**src/rtl/alu_arbiter.sv**
```systemverilog
// alu_arbiter: round-robin front end that time-shares one combinational ALU
// between NUM_REQ requesters and returns each result tagged with its owner.
module alu_arbiter #(
  parameter int DATA_WIDTH    = 32,
  parameter int OPCODE_LENGTH = 4,
  parameter int NUM_REQ       = 2,
  parameter int ID_W          = $clog2(NUM_REQ)
) (
  input  logic                             clk,
  input  logic                             rst_n,
  input  logic [NUM_REQ-1:0]               req_valid,
  output logic [NUM_REQ-1:0]               req_ready,
  input  logic [NUM_REQ*DATA_WIDTH-1:0]    req_srca,
  input  logic [NUM_REQ*DATA_WIDTH-1:0]    req_srcb,
  input  logic [NUM_REQ*OPCODE_LENGTH-1:0] req_op,
  output logic [DATA_WIDTH-1:0]            alu_srca,
  output logic [DATA_WIDTH-1:0]            alu_srcb,
  output logic [OPCODE_LENGTH-1:0]         alu_op,
  input  logic [DATA_WIDTH-1:0]            alu_result,
  output logic                             rsp_valid,
  input  logic                             rsp_ready,
  output logic [DATA_WIDTH-1:0]            rsp_data,
  output logic [ID_W-1:0]                  rsp_id,
  output logic                             busy
);

  typedef enum logic [1:0] {IDLE, EXEC, RESP} state_e;

  state_e                   state_q, state_d;
  logic [ID_W-1:0]          ptr_q, ptr_d;
  logic [DATA_WIDTH-1:0]    srca_q, srca_d, srcb_q, srcb_d;
  logic [OPCODE_LENGTH-1:0] op_q, op_d;
  logic [ID_W-1:0]          id_q, id_d;
  logic [DATA_WIDTH-1:0]    rsp_data_q, rsp_data_d;
  logic [ID_W-1:0]          rsp_id_q, rsp_id_d;

  logic [DATA_WIDTH-1:0]    lane_a  [NUM_REQ];
  logic [DATA_WIDTH-1:0]    lane_b  [NUM_REQ];
  logic [OPCODE_LENGTH-1:0] lane_op [NUM_REQ];

  for (genvar gi = 0; gi < NUM_REQ; gi++) begin : g_lane
    assign lane_a[gi]  = req_srca[gi*DATA_WIDTH +: DATA_WIDTH];
    assign lane_b[gi]  = req_srcb[gi*DATA_WIDTH +: DATA_WIDTH];
    assign lane_op[gi] = req_op[gi*OPCODE_LENGTH +: OPCODE_LENGTH];
  end

  logic [ID_W-1:0] grant;
  logic            grant_found;
  logic            accept_win;
  logic            accept;

  // First valid requester at or after ptr_q, wrapping around.
  always_comb begin : rr_search
    int idx;
    grant       = '0;
    grant_found = 1'b0;
    idx         = 0;
    for (int k = 0; k < NUM_REQ; k++) begin
      idx = int'(ptr_q) + k;
      if (idx >= NUM_REQ) idx = idx - NUM_REQ;
      if (!grant_found && req_valid[idx]) begin
        grant       = ID_W'(idx);
        grant_found = 1'b1;
      end
    end
  end

  // rst_n gates the window so req_ready stays low for the whole reset pulse.
  assign accept_win = rst_n && ((state_q == IDLE) || ((state_q == RESP) && rsp_ready));
  assign accept     = accept_win && grant_found;
  assign req_ready  = accept ? (NUM_REQ'(1) << grant) : '0;

  always_comb begin
    state_d    = state_q;
    ptr_d      = ptr_q;
    srca_d     = srca_q;
    srcb_d     = srcb_q;
    op_d       = op_q;
    id_d       = id_q;
    rsp_data_d = rsp_data_q;
    rsp_id_d   = rsp_id_q;

    case (state_q)
      IDLE: if (accept) state_d = EXEC;
      EXEC: begin
        rsp_data_d = alu_result;
        rsp_id_d   = id_q;
        state_d    = RESP;
      end
      RESP: if (rsp_ready) state_d = accept ? EXEC : IDLE;
      default: state_d = IDLE;
    endcase

    if (accept) begin
      srca_d = lane_a[grant];
      srcb_d = lane_b[grant];
      op_d   = lane_op[grant];
      id_d   = grant;
      ptr_d  = (grant == ID_W'(NUM_REQ - 1)) ? '0 : grant + ID_W'(1);
    end
  end

  always_ff @(posedge clk or negedge rst_n) begin
    if (!rst_n) begin
      state_q    <= IDLE;
      ptr_q      <= '0;
      srca_q     <= '0;
      srcb_q     <= '0;
      op_q       <= '0;
      id_q       <= '0;
      rsp_data_q <= '0;
      rsp_id_q   <= '0;
    end else begin
      state_q    <= state_d;
      ptr_q      <= ptr_d;
      srca_q     <= srca_d;
      srcb_q     <= srcb_d;
      op_q       <= op_d;
      id_q       <= id_d;
      rsp_data_q <= rsp_data_d;
      rsp_id_q   <= rsp_id_d;
    end
  end

  assign alu_srca  = srca_q;
  assign alu_srcb  = srcb_q;
  assign alu_op    = op_q;
  assign rsp_valid = (state_q == RESP);
  assign rsp_data  = rsp_data_q;
  assign rsp_id    = rsp_id_q;
  assign busy      = (state_q != IDLE);

endmodule

```
**config.mk**
```make
export PLATFORM = sky130hd
export DESIGN_NAME = alu_arbiter
export DESIGN_NICKNAME = d
export VERILOG_FILES = /design/src/rtl/alu_arbiter.sv
export SDC_FILE = /design/constraint.sdc
export NUM_CORES = 1
export LEC_CHECK = 0
export BUFFER_PORTS_ARGS = -buffer_cell sky130_fd_sc_hd__buf_2
export CORE_MARGIN = 10
export CORE_UTILIZATION = 40
export CTS_CLUSTER_SIZE = 20
export DETAILED_ROUTE_END_ITERATION = 6
export HOLD_SLACK_MARGIN = 0.02
export PLACE_DENSITY_LB_ADDON = 0.1
export REMOVE_ABC_BUFFERS = 1
export SYNTH_ARGS = -nofsm -noshare
export SYNTH_HDL_FRONTEND = slang
export SYNTH_SLANG_ARGS = --single-unit
export TNS_END_PERCENT = 1
```
**constraint.sdc**
```tcl
create_clock -name clk -period 1.6 [get_ports clk]
set_input_delay 0.24 -clock clk [delete_from_list [all_inputs] [get_ports clk]]
set_output_delay 0.24 -clock clk [all_outputs]
set_load 0.05 [all_outputs]
```
# Yosys cells after proc, flatten, opt, wreduce, memory -nomap -nowiden
# Index checks and enable logic that the tools add are counted.
# word_totals
register_bits,105
input_bits,173
out_inout_bits,105
word_cells,59
# op_classes
n_lt_le_gt_ge,5
addsub,4
bitwise_logic,1
shifts,1
eq_ne,4
n_reduce_logical,9
mux,27
# ops
op,n
2-to-1 mux 32 bit,8
less-than comparator 32 x 3 -> 1 bit (second input constant),2
2-to-1 mux 1 bit,12
2-to-1 mux 4 bit,3
2-to-1 mux 2 bit,3
case mux 2 bit (3 select lines),1
>= comparator 2 bit (second input constant),2
logical AND 1 bit,4
subtractor 1 x 2 -> 3 bit (second input constant),1
subtractor 2 x 2 -> 3 bit (second input constant),1
adder 1 x 1 -> 2 bit (second input constant),1
equality test 2 x 1 -> 1 bit (second input constant),1
equality test 2 bit (second input constant),1
>= comparator 1 x 2 -> 1 bit (second input constant),1
zero test 2 bit,1
inequality test 2 x 1 -> 1 bit (second input constant),1
inequality test 2 bit (second input constant),1
NOT 1 -> 2 bit,1
AND reduction 2 bit,1
nonzero test 2 bit,1
<< shifter 1 x 1 -> 2 bit (first input constant),1
adder 1 bit (second input constant),1
zero test 1 bit,1
logical OR 1 bit,1

# Logic depth before layout (Yosys ltp)
# depth
word_depth,13
mapped_depth,7
mapped_depth_nobuf,3

# Worst setup path before layout
# Ideal clock, no wire load.
# synth_path
kind,flip-flop to output port
start,register state_q[1]
end,output port req_ready[1]
t_arrival_ns,2.050
path_buffers,1
stages_incl_launch_ff,5
path_slack_ns,-0.690
path_cell_list,dfrtp_1 > nor2b_1 > buf_2 > or2_2 > nor3_1
# synth_between
elab_chain_cells,6
word_cells_on_any_way,7
# synth_lines
element,line_no,source
"start, declared",29,"state_e state_q, state_d;"
"start signal, assigned",114,state_q <= state_d;
equality test 2 bit,69,assign accept_win = rst_n && ((state_q == IDLE) || ((state_q == RESP) && rsp_ready));
logical AND 1 bit,69,
logical OR 1 bit (*),69,
logical AND 1 bit (*),69,
logical AND 1 bit (*),70,assign accept = accept_win && grant_found;
2-to-1 mux 2 bit (*),71,assign req_ready = accept ? (NUM_REQ'(1) << grant) : '0;
"end, declared",12,"output logic [NUM_REQ-1:0] req_ready,"
# Every way passes the cells marked *; elsewhere a longest branch is shown, timed or not.

# Final worst setup path
# layout_path
start,register state_q[1]
end,output port req_ready[0]
# Same word-level chain as after synthesis.

==> impl_metrics.tcl <==
set metrics [dict create \
    synth_area_um2 4730 \
    core.rowCount 39 \
    violations "negative hold slack, negative setup slack" \
    use_met2_pct 32.0 \
    synth_top_family_by_area "simple AND/OR/NAND/NOR gates" \
    coreArea_um2 11500 \
    avgSynthCellArea_um2 11.4 \
    num_vias 4657 \
    insertion_delay_ps 340 \
    ant_nets 0 \
    hold_violations 17 \
    fin_nets 855 \
    drive_gt1_share_pct 53.1 \
    synth.ff_latch_count 105 \
    dp_slack_ps -85.4 \
    wl_per_cell_um 21.5 \
    whs_ps -3.40 \
    critPathRequiredTime_ps 1360 \
    post_dp_cell_area_um2 6380 \
    hpwlAfterDp_um 13300 \
    synth_fa_ha_area_share_pct 0 \
    leakagePower_nw 3.38 \
    fill_cells 981 \
    drc 0 \
    final_cell_mix "272 x buf_2, 105 x dfrtp_1, 69 x nand2_1" \
    multi_input_area_um2 1910 \
    cts_tree "yes" \
    fmaxAchievable_mhz 559 \
    grt_pass1_vias 4921 \
    rsz0062_at_grt "yes" \
    synth_top_area_share_pct 55.5 \
    initial_core_util_pct 41.1 \
    ir_worst_vdd_mv 1.11 \
    arrival_ps 1550 \
    vias_per_cell 5.60 \
    io-pin-count 278 \
    gp_congestion 0.757 \
    clock-root-buffer "clkbuf_16" \
    grt_pass1_wl_um 27000 \
    hold_class "primary input to async pin" \
    synthMuxAreaShare_pct 7.86 \
    period_minus_slack_ps 1790 \
    use_met3_pct 8.46 \
    drtIter0Drc 323 \
    yosys.area.top_type "dfrtp_1" \
    clk_pin_slew_ps 70 \
    synth_compound_area_share_pct 15.4 \
    drt-total-wl_um 17800 \
    synthSimpleGateAreaFrac_pct 16.2 \
    io_buffer_count 277 \
    power.density_nw_per_um2 1790 \
    fin_crit_sh_pct 112 \
    design_area_um2 6800 \
    yosys-top-cells-area "dfrtp_1 56%, a221o_1 14%, nor4_1 9.0%, mux2_2 7.9%, nand2_1 5.5%" \
    fin_ws_ps -189 \
    die-area_um2 16600 \
    synth_cell_types 20 \
    cts_max_level 3 \
    crit_path_start_kind "flip-flop" \
    die_h_um 129 \
    yosysWarnings 0 \
    register_area_um2 2630 \
    status "complete, but fails checks" \
    top_usage_layer "met2" \
    slew_violations 0 \
    crit_path_end_kind "output pin" \
    grt_max_degree 69 \
    syn_to_final_growth_pct 43.6 \
    worstMarginPinSlew_ps 794 \
    slew_headroom_pct 47.1 \
    die_x_um 129 \
    cts_buffers 9 \
    cts_buffer_depth 2 \
    cp_max_fo 4 \
    grt_usage_pct 20.4 \
    grt_antenna_before_repair 1 \
    path_class "flip-flop to output pin" \
    drv_cap 0 \
    setup_viol_count_final 54 \
    clkSinkCount 105 \
    final_common_cell "buf_2" \
    gr-total-overflow 0 \
    synthCells 415 \
    met1_usage_pct 24.5 \
    yosys.area_share.xor_xnor_pct 0 \
    skew_ps 6.21 \
    drtPass1Iterations 4 \
    yosysSeqAreaShare_pct 55.5 \
]
-- state kept, by name, summed over array words and instances, names as in the netlist --
register and cells:
alu_op 4, alu_srca 32, alu_srcb 32, id_q 1, ptr_q 1, rsp_data 32, rsp_id 1, state_q 2
-- Yosys cell counts --
library cell,instances
buf_1,5
o41ai_1,1
a211o_1,2
nor2b_1,2
mux2_2,33
o31ai_1,2
dfrtp_1,105
inv_1,4
or2_2,2
clkbuf_1,36
a221o_1,68
nor4b_2,1
o21ai_0,1
nand2b_1,3
nor3_1,2
nand2_1,69
buf_2,7
nor4_1,68
nand2b_4,1
buf_6,3
-- final timing paths --
check                           slack, ps  cells after the start         start      endpoint
worst min-delay path                   -3                      2         rst_n  alu_srca[15]
min in group clk                      120                      2  req_srcb[16]  alu_srcb[16]
max in group asynchronous             420                      3         rst_n  alu_srcb[23]
worst max register to register        -30                      7    state_q[1]     alu_op[3]
worst max-delay path                 -190                      5    state_q[1]  req_ready[0]
worst min register to register        500                      1  rsp_data[18]  rsp_data[18]
-- timing repair --
item	CTS	global route
endpoints found under the hold margin	43	0
endpoints found under the setup margin	40	70
resized for setup	14	5
pin swaps	2	7
setup buffers	3	1
-- stage by stage --
step / util, % / power [mW] / setup TNS (ps) / instances
global route: 59.0 / 12.7 / -5080 / 831
floorplan: - / 8.07 / -287100 / 364
detailed placement: 55.4 / 9.99 / -5150 / 810
finish: 59.0 / 12.2 / -1070 / 831
CTS: 58.7 / 12.3 / -3960 / 829
global placement: 55.4 / 9.92 / -1610 / 810
-- critical path: stages (launching register included) --
cell and delay, ps:
dfrtp_1 380, nor2b_4 140, buf_6 110, nor4b_4 280, buf_12 160, buf_12 130
-- where the power goes --
group          internal, mW  switching [mW]
Sequential             3.49           0.501
Clock                  1.23            1.01
Combinational          1.66            4.30
Total                  6.38            5.81
-- layer usage --
layer / up-vias / share of wire, %
met5: - / 0
met4: 0 / 2.0
met3: 26 / 11
met2: 252 / 46
met1: 2240 / 41
li1: 2139 / -
-- layout make-up --
class                   instances  share of cell area (%)
diodes                          1                  0.0368
clock buffers                   9                    3.31
clock inverters                 7                    1.18
inverters                       4                   0.221
multi-input cells             255                    28.1
flip-flops and latches        105                    38.7
well taps                     143                    2.63
repair buffers                307                    25.8
-- cell families (layout without fill, tap and decap cells) --
| kind of cell | after synthesis | in the layout |
|---|---|---|
| AOI/OAI and AO/OA | 74 | 74 |
| DFF | 105 | 105 |
| other | 0 | 1 |
| buffers and inverters | 55 | 327 |
| and+or+nand+nor | 148 | 148 |
| muxes | 33 | 33 |
Note: power is estimated with default switching activity, not from simulation.
